--- config.mk ---
export PLATFORM = sky130hd
export DESIGN_NAME = sap_control_sequencer
export DESIGN_NICKNAME = d
export VERILOG_FILES = /design/src/rtl/sap_pkg.sv /design/src/rtl/sap_ring_counter.sv /design/src/rtl/sap_control_sequencer.sv
export SDC_FILE = /design/constraint.sdc
export NUM_CORES = 1
export LEC_CHECK = 0
export BUFFER_PORTS_ARGS = -buffer_cell sky130_fd_sc_hd__clkbuf_2
export CAP_MARGIN = 20
export CORE_AREA = 2 2 39 41
export CTS_BUF_LIST = sky130_fd_sc_hd__clkbuf_8
export CTS_CLUSTER_DIAMETER = 200
export DETAILED_ROUTE_END_ITERATION = 10
export DIE_AREA = 0 0 41 43
export PLACE_DENSITY_LB_ADDON = 0.15
export SLEW_MARGIN = 20
export SYNTH_ARGS = -nofsm -noshare
export SYNTH_HDL_FRONTEND = slang
export SYNTH_SLANG_ARGS = --single-unit
--- constraint.sdc ---
create_clock -name clk -period 2.8 [get_ports clk]
set_input_delay 0.42 -clock clk [delete_from_list [all_inputs] [get_ports clk]]
set_output_delay 0.42 -clock clk [all_outputs]
set_load 0.005 [all_outputs]
--- src/rtl/sap_pkg.sv ---
// Shared constants for the SAP-1 controller-sequencer: opcodes, default sizing
// and the bit layout of the internal control word.
package sap_pkg;

    localparam int T_STATES_DEF = 6;
    localparam int OPCODE_W_DEF = 4;

    localparam logic [3:0] OP_LDA = 4'b0000;
    localparam logic [3:0] OP_ADD = 4'b0001;
    localparam logic [3:0] OP_SUB = 4'b0010;
    localparam logic [3:0] OP_OUT = 4'b1110;
    localparam logic [3:0] OP_HLT = 4'b1111;

    // Control word bits are stored active-high; the top inverts the *_n strobes.
    localparam int CW_PC_INC  = 0;
    localparam int CW_PC_OE   = 1;
    localparam int CW_MAR_LD  = 2;
    localparam int CW_RAM_OE  = 3;
    localparam int CW_IR_LD   = 4;
    localparam int CW_IR_OE   = 5;
    localparam int CW_A_LD    = 6;
    localparam int CW_A_OE    = 7;
    localparam int CW_ALU_SUB = 8;
    localparam int CW_ALU_OE  = 9;
    localparam int CW_B_LD    = 10;
    localparam int CW_OUT_LD  = 11;
    localparam int CW_W       = 12;

    typedef logic [CW_W-1:0] cw_t;

    function automatic cw_t cw_bit(input int idx);
        cw_bit = {{(CW_W-1){1'b0}}, 1'b1} << idx;
    endfunction

endpackage

--- src/rtl/sap_ring_counter.sv ---
// One-hot T-state ring counter; rotates only on qualified cycles.
module sap_ring_counter
    import sap_pkg::*;
#(
    parameter int N = T_STATES_DEF
) (
    input  logic         clk,
    input  logic         clr,
    input  logic         adv,
    output logic [N-1:0] t_state
);

    // Rotate T1 -> TN -> T1 on adv, restart at T1 on clr low.
    always_ff @(posedge clk) begin
        if (!clr) begin
            t_state <= {{(N-1){1'b0}}, 1'b1};
        end else if (adv) begin
            t_state <= {t_state[N-2:0], t_state[N-1]};
        end else begin
            t_state <= t_state;
        end
    end

endmodule

--- src/rtl/sap_control_sequencer.sv ---
// SAP-1 controller-sequencer: T-state ring, opcode decode, single-step and
// sticky halt. Strobes are gated by the advance qualifier so stalls assert nothing.
module sap_control_sequencer
    import sap_pkg::*;
#(
    parameter int T_STATES = T_STATES_DEF,
    parameter int OPCODE_W = OPCODE_W_DEF
) (
    input  logic                clk,
    input  logic                clr,
    input  logic                run,
    input  logic                step,
    input  logic [OPCODE_W-1:0] opcode,
    output logic [T_STATES-1:0] t_state,
    output logic                halted,
    output logic                pc_inc,
    output logic                pc_oe,
    output logic                mar_ld_n,
    output logic                ram_oe_n,
    output logic                ir_ld_n,
    output logic                ir_oe_n,
    output logic                a_ld_n,
    output logic                a_oe,
    output logic                alu_sub,
    output logic                alu_oe,
    output logic                b_ld_n,
    output logic                out_ld_n
);

    logic [T_STATES-1:0] t_state_s;
    logic                halted_r;
    logic                step_q_r;
    logic                adv_s;
    logic                hlt_now_s;
    cw_t                 cw_s;

    assign adv_s = clr & ~halted_r & (run | (step & ~step_q_r));

    sap_ring_counter #(.N(T_STATES)) u_ring (
        .clk     (clk),
        .clr     (clr),
        .adv     (adv_s),
        .t_state (t_state_s)
    );

    // Opcode is masked by T4 first so an undriven IR during fetch cannot leak.
    assign hlt_now_s = t_state_s[3] & (opcode == OPCODE_W'(OP_HLT));

    // Step edge-detect register and sticky halt flag.
    always_ff @(posedge clk) begin
        if (!clr) begin
            step_q_r <= 1'b0;
            halted_r <= 1'b0;
        end else begin
            step_q_r <= step;
            if (adv_s && hlt_now_s) begin
                halted_r <= 1'b1;
            end else begin
                halted_r <= halted_r;
            end
        end
    end

    // Control word decode from T-state and opcode, only on advancing cycles.
    always_comb begin
        cw_s = {CW_W{1'b0}};
        if (adv_s) begin
            if (t_state_s[0]) begin
                cw_s = cw_bit(CW_PC_OE) | cw_bit(CW_MAR_LD);
            end else if (t_state_s[1]) begin
                cw_s = cw_bit(CW_PC_INC);
            end else if (t_state_s[2]) begin
                cw_s = cw_bit(CW_RAM_OE) | cw_bit(CW_IR_LD);
            end else if (t_state_s[3]) begin
                case (opcode)
                    OPCODE_W'(OP_LDA),
                    OPCODE_W'(OP_ADD),
                    OPCODE_W'(OP_SUB): cw_s = cw_bit(CW_IR_OE) | cw_bit(CW_MAR_LD);
                    OPCODE_W'(OP_OUT): cw_s = cw_bit(CW_A_OE) | cw_bit(CW_OUT_LD);
                    default:           cw_s = {CW_W{1'b0}};
                endcase
            end else if (t_state_s[4]) begin
                case (opcode)
                    OPCODE_W'(OP_LDA): cw_s = cw_bit(CW_RAM_OE) | cw_bit(CW_A_LD);
                    OPCODE_W'(OP_ADD),
                    OPCODE_W'(OP_SUB): cw_s = cw_bit(CW_RAM_OE) | cw_bit(CW_B_LD);
                    default:           cw_s = {CW_W{1'b0}};
                endcase
            end else if (t_state_s[5]) begin
                case (opcode)
                    OPCODE_W'(OP_ADD): cw_s = cw_bit(CW_ALU_OE) | cw_bit(CW_A_LD);
                    OPCODE_W'(OP_SUB): cw_s = cw_bit(CW_ALU_SUB) | cw_bit(CW_ALU_OE)
                                            | cw_bit(CW_A_LD);
                    default:           cw_s = {CW_W{1'b0}};
                endcase
            end else begin
                cw_s = {CW_W{1'b0}};
            end
        end else begin
            cw_s = {CW_W{1'b0}};
        end
    end

    assign t_state  = t_state_s;
    assign halted   = halted_r;
    assign pc_inc   =  cw_s[CW_PC_INC];
    assign pc_oe    =  cw_s[CW_PC_OE];
    assign mar_ld_n = ~cw_s[CW_MAR_LD];
    assign ram_oe_n = ~cw_s[CW_RAM_OE];
    assign ir_ld_n  = ~cw_s[CW_IR_LD];
    assign ir_oe_n  = ~cw_s[CW_IR_OE];
    assign a_ld_n   = ~cw_s[CW_A_LD];
    assign a_oe     =  cw_s[CW_A_OE];
    assign alu_sub  =  cw_s[CW_ALU_SUB];
    assign alu_oe   =  cw_s[CW_ALU_OE];
    assign b_ld_n   = ~cw_s[CW_B_LD];
    assign out_ld_n = ~cw_s[CW_OUT_LD];

endmodule

Word-level counts from Yosys, hierarchy flattened
Index checks and enable logic that the tools add are counted.
{"block": "classes", "addsub": 0, "n_mul": 0, "div_mod_pow": 0, "order_cmp": 0, "n_eq_ne": 4, "shifts": 0, "muxes": 10, "bitwise_logic": 14, "n_reduce_logical": 4}
{"cell": "two-way mux 12 bit", "count": 7}
{"cell": "case mux 12 bit (2 select lines)", "count": 1}
{"cell": "case mux 11 bit (2 select lines)", "count": 1}
{"cell": "case mux 10 bit (2 select lines)", "count": 1}
{"cell": "inverter 1 bit", "count": 9}
{"cell": "equality test 4 bit (second input constant)", "count": 2}
{"cell": "AND 1 bit", "count": 4}
{"cell": "equality test 4 x 1 -> 1 bit (second input constant)", "count": 1}
{"cell": "equality test 4 x 2 -> 1 bit (second input constant)", "count": 1}
{"cell": "zero test 4 bit", "count": 1}
{"cell": "OR reduction 3 bit", "count": 1}
{"cell": "OR reduction 2 bit", "count": 1}
{"cell": "logical AND 1 bit", "count": 1}
{"cell": "OR 1 bit", "count": 1}
{"block": "totals", "register_bits": 8, "latchBits": 0, "ram_bits": 0, "romBits": 0, "in_bits": 8, "output_inout_bits": 19, "elab_cells": 35, "mem_count": 0}

Depth between registers and ports, before layout
Gate-level depths: netlist (run 1).
{"block": "logic_depth", "word_depth": 10, "ltp_mapped": 4, "mapped_depth_nobuf": 3}

Cells and area by module
A second synthesis (run 1) with hierarchy kept.
{"block": "hier_totals", "cells_unflattened": 58, "hier_area_um2": 509.2}
{"module": "sap_control_sequencer", "n_inst": 1, "cells_per_inst": 39, "area_per_inst_um2": 282.8, "seq_area_each_um2": 40.0}
{"module": "sap_ring_counter", "n_inst": 1, "cells_per_inst": 19, "area_per_inst_um2": 226.5, "seq_area_each_um2": 120.1}

Worst setup path after synthesis (run 1)
No wires, ideal clock.
{"block": "synth_timing", "kind": "input-to-output", "start": "input step", "end": "output out_ld_n", "t_arrival_ns": 1.244, "t_required_ns": 2.380, "slack_ns": 1.136, "cell_stages": 3, "n_path_buf": 0, "cell_sequence": "nor2b_2 -> o21ai_2 -> or4_1"}
{"block": "synth_via", "elab_chain_cells": 5}
{"element": "start: declaration", "line_no": "sap_control_sequencer.sv:12", "text": "input logic step,"}
{"element": "AND 1 bit", "line_no": "sap_control_sequencer.sv:37", "text": "assign adv_s = clr & ~halted_r & (run | (step & ~step_q_r));"}
{"element": "OR 1 bit", "line_no": "sap_control_sequencer.sv:37"}
{"element": "AND 1 bit", "line_no": "sap_control_sequencer.sv:37"}
{"element": "two-way mux 12 bit", "line_no": "sap_control_sequencer.sv:67", "text": "if (adv_s) begin"}
{"element": "inverter 1 bit", "line_no": "sap_control_sequencer.sv:117", "text": "assign out_ld_n = ~cw_s[CW_OUT_LD];"}
{"element": "end: declaration", "line_no": "sap_control_sequencer.sv:27", "text": "output logic out_ld_n"}
Every way passes these cells.

Final worst setup path (run 1)
{"block": "layout_timing", "start": "input clr", "end": "output out_ld_n"}
{"block": "layout_via", "elab_chain_cells": 4}
{"element": "start: declaration", "line_no": "sap_control_sequencer.sv:10", "text": "input logic clr,"}
{"element": "AND 1 bit (2 in series)", "line_no": "sap_control_sequencer.sv:37"}
{"element": "two-way mux 12 bit", "line_no": "sap_control_sequencer.sv:67"}
{"element": "inverter 1 bit", "line_no": "sap_control_sequencer.sv:117"}
Every way passes these cells.

==> reports/summary.json, run 1 <==
{
  "setup_viol_count_final": {"value": 0},
  "dieHeight": {"value": 43, "unit": "um"},
  "cp.required": {"value": 2.38, "unit": "ns"},
  "diodes": {"value": 0},
  "core_area": {"value": 1380, "unit": "sq um"},
  "irDropWorstVdd": {"value": 267, "unit": "uV"},
  "post_synthesis_instance_total": {"value": 60},
  "rsz_0062_raised_after_global_routing": {"value": "false"},
  "grt_pass1_wl": {"value": 1.83, "unit": "mm"},
  "use_met1": {"value": 0.177},
  "grt_pass1_vias": {"value": 449},
  "maxClockFrequency": {"value": 490, "unit": "MHz"},
  "worstHoldPathType": {"value": "in -> reg"},
  "routed-via-count": {"value": 518},
  "top_level_ports": {"value": 27},
  "yosys_warnings": {"value": 0},
  "timing.final.max_slew_violations": {"value": 0},
  "filler_cell_count": {"value": 149},
  "postSynth.topFlopCell": {"value": "dfxtp_1"},
  "clock_sinks": {"value": 8},
  "routed_via_density": {"value": 4.98},
  "timing.max_slew.rel_slack": {"value": 0.780},
  "h-tree-depth": {"value": 1},
  "postSynthAreaPerCell": {"value": 8.32, "unit": "sq um"},
  "numCtsBuffers": {"value": 3},
  "die_area": {"value": 1760, "unit": "sq um"},
  "ys_ff_latch": {"value": 8},
  "cts_root_buffer": {"value": "clkbuf_8"},
  "ys_seq_area_frac": {"value": 0.321},
  "final_critical_path_setup_slack": {"value": 0.759, "unit": "ns"},
  "detailedRoute.firstIterationViolations": {"value": 2},
  "critical_setup_path_class": {"value": "in -> out"},
  "antenna_violations_before_repair": {"value": 0},
  "drc_violation_count_after_routing": {"value": 0},
  "post_synth_mux_area_share": {"value": 0.123},
  "fp.dieW": {"value": 41, "unit": "um"},
  "syn-cell-area": {"value": 499, "unit": "sq um"},
  "drv.max_cap_violation_count": {"value": 0},
  "crit_arrival": {"value": 1.62, "unit": "ns"},
  "globalplace.congestion": {"value": 0.685},
  "use_met2": {"value": 0.228},
  "startpoint_type": {"value": "input pin"},
  "postRouteAntennaNets": {"value": 0},
  "yosys.area_share.xor_xnor": {"value": 0.0175},
  "post_synth_edffs": {"value": 0},
  "fin_crit": {"value": 2.04, "unit": "ns"},
  "regArea": {"value": 160, "unit": "sq um"},
  "largest_family_of_logic_cells_by_synthesized_area": {"value": "simple AND/OR/NAND/NOR gates"},
  "worst_slew_pin_slew": {"value": 0.328, "unit": "ns"},
  "fp-row-count": {"value": 14},
  "cts-resized-gates": {"value": 0},
  "crit_share_post_route": {"value": 0.729},
  "synth.top_cell.area_share": {"value": 0.321},
  "worstPathMaxFanout": {"value": 11},
  "layout-drive-gt1-share": {"value": 0.398},
  "initial_core_utilization": {"value": 0.361},
  "cts_tree": {"value": "yes"},
  "cell_taking_the_most_area_after_synthesis": {"value": "dfxtp_1"},
  "ctsLongestPathBuffers": {"value": 2},
  "clkTransAtPathRegs": {"value": 0.04, "unit": "ns"},
  "synth-compound-area-share": {"value": 0.125},
  "grt_use_met3": {"value": 0.0628},
  "fin_total_pwr": {"value": 327, "unit": "uW"},
  "portBuffers": {"value": 26},
  "fin_tns_setup": {"value": 0, "unit": "ns"},
  "multiInputGateArea": {"value": 323, "unit": "sq um"},
  "globalRoute.busiestLayer": {"value": "met2"},
  "globalRoute.totalOverflow": {"value": 0},
  "finish.net_count": {"value": 98},
  "dr.pass1.iters": {"value": 2},
  "power_leakage": {"value": 0.000325, "unit": "uW"},
  "yosys.area_share.simple": {"value": 0.381},
  "number_of_nets_produced_by_synthesis": {"value": 68},
  "ys_types": {"value": 30},
  "largest_net_degree_at_the_start_of_global_routing": {"value": 12},
  "r2r_slack": {"value": 1.61, "unit": "ns"},
  "hold_buffers": {"value": 0},
  "cts_setup_buffers": {"value": 0},
  "synth.area.top_cells": {"value": "dfxtp_1 32%, mux2i_1 10%, nand2_1 7.5%, nand3_1 4.0%, nor4_1 3.8%"},
  "area_growth": {"value": 37.3, "unit": "%"},
  "groute.usage.overall": {"value": 0.159},
  "worst_setup_path_end_kind": {"value": "output port"},
  "status": {"value": "finished clean"},
  "clkLatencyLatePin": {"value": 0.23, "unit": "ns"},
  "power_density": {"value": 477, "unit": "nW/um^2"},
  "routed_wl": {"value": 1.19, "unit": "mm"},
  "final-hold-violation-count": {"value": 0},
  "placement.setup.worst_slack": {"value": 0.747, "unit": "ns"},
  "synth-adder-area-share": {"value": 0},
  "synthArstFlopShare": {"value": 0},
  "clock-skew-final": {"value": 0.00123, "unit": "ns"},
  "wire_per_inst": {"value": 11.4, "unit": "um"}
}
[worst paths after layout]
path	end	cells after the start	from
max	out_ld_n	5	clr
min	step_q_r	2	step
max reg2reg	u_ring.t_state[0]	3	halted
min reg2reg	u_ring.t_state[5]	2	u_ring.t_state[5]
[worst max-delay path: stages]
cell	delay [ns]
clkbuf_2	0.20
nor3b_2	0.26
o21ai_2	0.12
or4_1	0.51
clkbuf_2	0.12
[final cells by class]
cell class | instances | share of cell area
Inverter | 3 | 0.0164
Timing Repair Buffer | 26 | 0.190
Clock buffer | 3 | 0.0602
Tap cell | 16 | 0.0292
Multi-Input combinational cell | 48 | 0.471
Sequential cell | 8 | 0.234
[Yosys cell counts (all sizes together), types with 2 or more instances]
master,count
dfxtp,8
nor2b,3
o21ai,2
nor2,3
inv,3
nor4,3
mux2i,5
nand3,4
nand2,10
[layer usage]
layer / up-vias / routed length [um]
li1: 270 / -
met1: 229 / 526
met2: 15 / 548
met3: 4 / 80
met4: 0 / 29
met5: - / 0
[registers in the layout (all words and copies together) (netlist names)]
register        cells
u_ring.t_state      6
step_q_r            1
halted              1
[per-stage QoR]
| step | instance area [sq um] | hold WS (ns) | cells | utilization |
|---|---|---|---|---|
| 5_1_grt | 686 | 0.415 | 104 | 0.495 |
| 2_1_floorplan | 499 | 0.472 | 60 | - |
| 4_1_cts | 686 | 0.417 | 104 | 0.495 |
| 3_5_place_dp | 644 | 0.493 | 101 | 0.466 |
| 6_report | 686 | 0.420 | 104 | 0.495 |
| 3_3_place_gp | 644 | 0.491 | 101 | 0.466 |
[power by group]
group | internal, uW | switching, uW
Sequential | 122 | 9.12
Combinational | 27.0 | 31.9
Clock | 93.0 | 44.1
Total | 242 | 85.2
[placed cells by master, fill, tap and decap left out, drive strengths merged]
cell / Yosys / layout
and2: 1 / 1
nand2b: 1 / 1
and2b: 1 / 1
or4: 1 / 1
inv: 3 / 3
and3: 1 / 1
a31oi: 1 / 1
nand4: 1 / 1
nor2: 3 / 3
mux2: 1 / 1
nand2: 10 / 10
o21bai: 1 / 1
a22o: 1 / 1
or3: 1 / 1
mux2i: 5 / 5
nor3: 1 / 1
dfxtp: 8 / 8
and4: 1 / 1
nor3b: 1 / 1
or2: 1 / 1
nor4: 3 / 3
o21ai: 2 / 2
clkbuf: 0 / 29
o21a: 1 / 1
o31ai: 1 / 1
nor2b: 3 / 3
xor2: 1 / 1
nand3: 4 / 4
[cell families after synthesis]
family | after synthesis
and+or+nand+nor | 34
xor gates and xnor gates | 1
DFF | 8
muxes | 6
buffers and inverters | 4
AOI/OAI and AO/OA | 7
(Power assumes the default switching activity.)
==> inputs of run 2 (changes only) <==
Settings changed: ABC_AREA set to 1.
Clock period 2.8 ns to 1.8 ns, I/O delays scaled along.
==> run 2 against run 1 <==
Net effect: routed wire length is 0.42% higher; combinational power grew 60%; clock skew rose by 0.0023 ns; non-clock buffer count did not move; sequential share of layout area is 0.22 points higher; largest cell class unchanged; largest power group unchanged; first-iteration DRC count grew to 6.5 times the previous value; count of clock-buffer cells in the layout unchanged.
==> reports/summary.json, run 2 <==
{
  "layout-drive-gt1-share": {"value": 0.333},
  "synthArstFlopShare": {"value": 0},
  "irDropWorstVdd": {"value": 464, "unit": "uV"},
  "worstHoldPathType": {"value": "in -> reg"},
  "synth.area.top_cells": {"value": "dfxtp_1 32%, nand2_1 11%, nand3_1 11%, inv_1 9.8%, nor2_1 8.3%"},
  "postRouteAntennaNets": {"value": 0},
  "netlist_top_cells_count": {"value": "15 x nand2_1, 13 x inv_1, 11 x nand3_1, 11 x nor2_1, 8 x dfxtp_1"},
  "power_density": {"value": 747, "unit": "nW/um^2"},
  "final.hold.worst_slack": {"value": 0.245, "unit": "ns"},
  "clkLatencyLatePin": {"value": 0.23, "unit": "ns"},
  "timing.final.max_slew_violations": {"value": 0},
  "hpwlAfterDp": {"value": 982, "unit": "um"},
  "status": {"value": "finished clean"},
  "number_of_nets_produced_by_synthesis": {"value": 88},
  "maxClockFrequency": {"value": 618, "unit": "MHz"},
  "cts_tree": {"value": "yes"},
  "placement.setup.worst_slack": {"value": 0.310, "unit": "ns"},
  "postSynth.topFlopCell": {"value": "dfxtp_1"},
  "dr.pass1.iters": {"value": 4},
  "globalRoute.totalOverflow": {"value": 0},
  "reg_with_most_ffs": {"value": "u_ring.t_state"},
  "postSynthAreaPerCell": {"value": 6.24, "unit": "sq um"},
  "worst_setup_path_end_kind": {"value": "output port"},
  "numCtsBuffers": {"value": 3},
  "globalplace.congestion": {"value": 0.859},
  "routed_via_density": {"value": 4.54},
  "largest_register_ffs": {"value": 6},
  "ctsLongestPathBuffers": {"value": 2},
  "drc_violation_count_after_routing": {"value": 0},
  "wire_per_inst": {"value": 9.60, "unit": "um"},
  "stdcell_count": {"value": 124},
  "timing.max_slew.rel_slack": {"value": 0.810},
  "yosys_warnings": {"value": 0},
  "critical_setup_path_class": {"value": "reg -> out"},
  "final-hold-violation-count": {"value": 0},
  "cell_taking_the_most_area_after_synthesis": {"value": "dfxtp_1"},
  "cts_root_buffer": {"value": "clkbuf_8"},
  "synth.top_cell.area_share": {"value": 0.321},
  "worstPathMaxFanout": {"value": 5},
  "initial_core_utilization": {"value": 0.361},
  "fp-row-count": {"value": 14},
  "crit_share_post_route": {"value": 0.900},
  "crit_arrival": {"value": 1.35, "unit": "ns"},
  "portBuffers": {"value": 26},
  "fin_crit": {"value": 1.62, "unit": "ns"},
  "post-place-cells": {"value": 121},
  "cts_setup_buffers": {"value": 0},
  "ys_types": {"value": 16},
  "h-tree-depth": {"value": 1},
  "grt_pass1_wl": {"value": 1.93, "unit": "mm"},
  "power_leakage": {"value": 0.000342, "unit": "uW"},
  "clock-skew-final": {"value": 0.00350, "unit": "ns"},
  "clkTransAtPathRegs": {"value": 0.04, "unit": "ns"},
  "mostFrequentLayoutCells": {"value": "26 x clkbuf_2, 15 x nand2_1, 13 x inv_1"},
  "finish.net_count": {"value": 118},
  "clock_sinks": {"value": 8},
  "post_synthesis_instance_total": {"value": 80},
  "fin_tns_setup": {"value": 0, "unit": "ns"},
  "cp.required": {"value": 1.53, "unit": "ns"},
  "diodes": {"value": 0},
  "startpoint_type": {"value": "flip-flop"},
  "top_level_ports": {"value": 27},
  "final_common_cell": {"value": "clkbuf_2"},
  "fp.dieW": {"value": 41, "unit": "um"},
  "post_synth_edffs": {"value": 0},
  "ys_seq_area_frac": {"value": 0.321},
  "core_area": {"value": 1380, "unit": "sq um"},
  "worst_slew_pin_slew": {"value": 0.285, "unit": "ns"},
  "dieHeight": {"value": 43, "unit": "um"},
  "die_area": {"value": 1760, "unit": "sq um"},
  "setup_viol_count_final": {"value": 0},
  "grt_pass1_vias": {"value": 488},
  "antenna_violations_before_repair": {"value": 0},
  "final_critical_path_setup_slack": {"value": 0.181, "unit": "ns"},
  "detailedRoute.firstIterationViolations": {"value": 13},
  "area_growth": {"value": 36.1, "unit": "%"},
  "rsz_0062_raised_after_global_routing": {"value": "false"},
  "hold_buffers": {"value": 0},
  "routed-via-count": {"value": 563},
  "largest_net_degree_at_the_start_of_global_routing": {"value": 14},
  "routed_wl": {"value": 1.19, "unit": "mm"},
  "drv.max_cap_violation_count": {"value": 0},
  "ys_ff_latch": {"value": 8},
  "syn-cell-area": {"value": 499, "unit": "sq um"},
  "synth.most_common_cell": {"value": "nand2_1"},
  "cts-resized-gates": {"value": 0},
  "groute.usage.overall": {"value": 0.164}
}
run 2: changes by cell type in the layout (fill, tap and decap cells not counted), moves of 2 or more:
cell / change
inv_1: +10
nand3_1: +7
o21ai_1: +3
nor2_4: +2
nor4_1: -3
o21ai_0: +2
inv_2: +2
mux2i_1: -5
nor2_1: +8
nor3_1: +4
nand2_1: +5
a21oi_1: +3
nor2b_1: -2
run 2: cell type report:
cell class	count	area, sq um
Timing Repair Buffer	26	130
Multi-Input combinational cell	56	272
Inverter	15	56.3
Clock buffer	3	41.3
Tap cell	16	20.0
Fill cell	151	704
Sequential cell	8	160
run 2: worst paths after layout:
kind | start | end | slack [ns] | cells after the start
setup / recovery | u_ring.t_state[1] | a_ld_n | 0.18 | 5
hold / removal | step | step_q_r | 0.24 | 3
setup reg to reg | step_q_r | u_ring.t_state[1] | 0.68 | 7
hold reg to reg | u_ring.t_state[4] | u_ring.t_state[4] | 0.53 | 2
run 2: critical path: stages, from the launching register on:
cell,delay (ns)
dfxtp_1,0.33
nor2_1,0.22
nand3_1,0.19
nor3_2,0.21
nor2_1,0.06
clkbuf_2,0.11
run 2: layer usage:
metal / share of wire / GRT usage / wire, um
met1: 0.47 / 0.211 / 557
met2: 0.44 / 0.241 / 520
met3: 0.076 / 0.0314 / 90
met4: 0.017 / 0.100 / 20
met5: 0 / 0 / 0
run 2: logic make-up (layout without fill, tap and decap cells):
| kind of cell | after synthesis | count (layout) | share of synthesized area |
|---|---|---|---|
| and+or+nand+nor | 47 | 47 | 0.446 |
| buffers and inverters | 16 | 44 | 0.135 |
| AOI/OAI and AO/OA | 9 | 9 | 0.0977 |
| DFF | 8 | 8 | 0.321 |
run 2: report_power, final:
group	total (uW)	internal, uW	leakage [uW]	switching, uW
sequential	204	190	0.0000659	13.3
clock	210	144	0.0000216	65.3
combinational	94.5	35.1	0.000255	59.3
total	508	370	0.000342	138
run 2: metrics by stage:
stage                     utilization  instance area, sq um  power (uW)
after CTS                       0.491                   679         514
after global routing            0.491                   679         540
after global placement          0.461                   638         302
final                           0.491                   679         508
after detailed placement        0.461                   638         301
after floorplan                     -                   499         266
==> inputs of run 3 (changes only) <==
Settings changed: CORE_AREA 2 2 39 41 to unset, CORE_MARGIN set to 1, CORE_UTILIZATION set to 43, DIE_AREA 0 0 41 43 to unset, SYNTH_HIERARCHICAL set to 1.
==> run 3 against run 2 <==
Net effect: clock skew shrank 0.0031 ns; flip-flop and latch count is the same; total power grew 4.1%; combinational power grew 20%; cell area grew 15%; register-to-register slack gained 0.07 ns; sequential share of layout area shrank 3.1 points; synthesized area grew 21%; via count grew 20%; clock power is essentially flat; worst hold slack gained 0.021 ns; critical endpoint is now alu_sub; largest power group unchanged.
==> reports/summary.json, run 3 <==
{
  "status": {"value": "finished clean"},
  "fin_tns_setup": {"value": 0, "unit": "ns"},
  "cts_setup_buffers": {"value": 0},
  "startpoint_type": {"value": "flip-flop"},
  "grt_pass1_wl": {"value": 1.95, "unit": "mm"},
  "cell_taking_the_most_area_after_synthesis": {"value": "dfxtp_1"},
  "hpwlAfterDp": {"value": 1.07, "unit": "mm"},
  "wire_per_inst": {"value": 8.42, "unit": "um"},
  "hold_buffers": {"value": 0},
  "cp.required": {"value": 1.53, "unit": "ns"},
  "ys_ff_latch": {"value": 8},
  "core_area": {"value": 1300, "unit": "sq um"},
  "netlist_top_cells_count": {"value": "38 x nand2_1, 21 x nor2_1, 18 x inv_1"},
  "numCtsBuffers": {"value": 3},
  "stdcell_count": {"value": 151},
  "worstPathMaxFanout": {"value": 5},
  "postSynth.topFlopCell": {"value": "dfxtp_1"},
  "crit_arrival": {"value": 1.18, "unit": "ns"},
  "initial_core_utilization": {"value": 0.464},
  "drc_violation_count_after_routing": {"value": 0},
  "cts_root_buffer": {"value": "clkbuf_8"},
  "clock-skew-final": {"value": 0.000377, "unit": "ns"},
  "grt_pass1_vias": {"value": 492},
  "synth-adder-area-share": {"value": 0},
  "portBuffers": {"value": 26},
  "post_synth_mux_area_share": {"value": 0},
  "timing.final.max_slew_violations": {"value": 0},
  "r2r_start": {"value": "halted"},
  "yosys.area_share.xor_xnor": {"value": 0},
  "synthArstFlopShare": {"value": 0},
  "fin_crit": {"value": 1.45, "unit": "ns"},
  "groute.usage.overall": {"value": 0.189},
  "fin_total_pwr": {"value": 529, "unit": "uW"},
  "drv.max_cap_violation_count": {"value": 0},
  "routed_wl": {"value": 1.27, "unit": "mm"},
  "routed_via_density": {"value": 4.47},
  "final-hold-violation-count": {"value": 0},
  "detailedRoute.firstIterationViolations": {"value": 15},
  "globalRoute.totalOverflow": {"value": 0},
  "filler_cell_count": {"value": 144},
  "finish.net_count": {"value": 146},
  "dr.pass1.iters": {"value": 4},
  "cts_tree": {"value": "yes"},
  "critical_setup_path_class": {"value": "reg -> out"},
  "clkTransAtPathRegs": {"value": 0.04, "unit": "ns"},
  "synth.top_cell.area_share": {"value": 0.265},
  "worstHoldPathType": {"value": "in -> reg"},
  "die_area": {"value": 1560, "unit": "sq um"},
  "final_common_cell": {"value": "nand2_1"},
  "h-tree-depth": {"value": 1},
  "irDropWorstVdd": {"value": 489, "unit": "uV"},
  "crit_share_post_route": {"value": 0.804},
  "largest_family_of_logic_cells_by_synthesized_area": {"value": "simple AND/OR/NAND/NOR gates"},
  "power_leakage": {"value": 0.000447, "unit": "uW"},
  "area_growth": {"value": 29.6, "unit": "%"},
  "post_synth_edffs": {"value": 0},
  "cts-resized-gates": {"value": 0},
  "ctsLongestPathBuffers": {"value": 2},
  "synth.area.top_cells": {"value": "dfxtp_1 27%, nand2_1 24%, nor2_1 13%, inv_1 11%, nand3_1 4.1%"},
  "dieHeight": {"value": 39.5, "unit": "um"},
  "ys_types": {"value": 14},
  "post-place-cells": {"value": 148},
  "crit_path_start": {"value": "u_ring/t_state[0]"},
  "clock_sinks": {"value": 8},
  "setup_viol_count_final": {"value": 0},
  "maxClockFrequency": {"value": 691, "unit": "MHz"},
  "reg_with_most_ffs": {"value": "u_ring/t_state"},
  "mostFrequentLayoutCells": {"value": "38 x nand2_1, 26 x clkbuf_2, 21 x nor2_1"},
  "yosys.area_share.simple": {"value": 0.563},
  "diodes": {"value": 0},
  "ys_seq_area_frac": {"value": 0.265},
  "clkLatencyLatePin": {"value": 0.22, "unit": "ns"},
  "number_of_nets_produced_by_synthesis": {"value": 116},
  "synth-compound-area-share": {"value": 0.0166},
  "routed-via-count": {"value": 675},
  "rsz_0062_raised_after_global_routing": {"value": "false"},
  "antenna_violations_before_repair": {"value": 0},
  "fp.dieW": {"value": 39.5, "unit": "um"},
  "worst_slew_pin_slew": {"value": 0.241, "unit": "ns"},
  "globalplace.congestion": {"value": 0.738},
  "timing.max_slew.rel_slack": {"value": 0.839},
  "postRouteAntennaNets": {"value": 0},
  "top_level_ports": {"value": 27},
  "largest_net_degree_at_the_start_of_global_routing": {"value": 14},
  "postSynthAreaPerCell": {"value": 5.60, "unit": "sq um"},
  "largest_register_ffs": {"value": 6},
  "syn-cell-area": {"value": 604, "unit": "sq um"},
  "yosys_warnings": {"value": 6},
  "post_synthesis_instance_total": {"value": 108},
  "fp-row-count": {"value": 13},
  "start_point_of_the_worst_hold_path": {"value": "step"},
  "worst_setup_path_end_kind": {"value": "output port"},
  "synth.most_common_cell": {"value": "nand2_1"},
  "power_density": {"value": 675, "unit": "nW/um^2"},
  "layout-drive-gt1-share": {"value": 0.301}
}
## run 3: cell count changes in the layout (fill, tap and decap cells not counted), sizes merged
cell	delta
nand3	-5
nand2	+24
a21oi	-3
o21ai	-4
nor3	-4
nor2	+13
inv	+7
## run 3: layout make-up
type | count | area [sq um] | area share
multi-input combinational | 77 | 350 | 0.447
inverter | 22 | 82.6 | 0.105
sequential | 8 | 160 | 0.204
clock buffer | 3 | 41.3 | 0.0527
tap | 15 | 18.8 | 0.0240
timing repair buffer | 26 | 130 | 0.166
## run 3: metrics by stage
| step | area (sq um) | setup WS [ns] | util | hold WS (ns) |
|---|---|---|---|---|
| floorplan | 604 | 0.755 | - | 0.354 |
| global placement | 742 | 0.455 | 0.570 | 0.494 |
| detailed placement | 742 | 0.442 | 0.570 | 0.495 |
| CTS | 783 | 0.323 | 0.602 | 0.264 |
| global route | 783 | 0.225 | 0.602 | 0.291 |
| finish | 783 | 0.352 | 0.602 | 0.265 |
## run 3: cell families after synthesis
| kind of cell | after synthesis |
|---|---|
| and+or+nand+nor | 75 |
| AOI/OAI and AO/OA | 2 |
| buffers and inverters | 23 |
| DFF | 8 |
## run 3: worst max-delay path: stages, from the launching register on
cell      delay, ns
dfxtp_1        0.34
inv_2          0.10
nand2_1        0.09
nor2_1         0.11
nand3_1        0.10
nor2_1         0.10
clkbuf_2       0.11
## run 3: worst paths after layout
kind                             to  slack [ns]  cells after the start
setup / recovery            alu_sub        0.35                      6
setup reg to reg  u_ring/t_state[0]        0.75                      6
hold / removal             step_q_r        0.27                      3
hold reg to reg   u_ring/t_state[5]        0.53                      2
## run 3: metal layers
metal | vias to the layer above | track usage | share of wire
met4 | 0 | 0.103 | 0.018
met1 | 282 | 0.236 | 0.45
met2 | 18 | 0.299 | 0.49
li1 | 371 | - | -
met5 | - | 0 | 0
met3 | 4 | 0.0341 | 0.042
## run 3: power breakdown
| group | switching (uW) | internal (uW) |
|---|---|---|
| Combinational | 69.1 | 44.1 |
| Sequential | 16.4 | 191 |
| Clock | 64.2 | 144 |
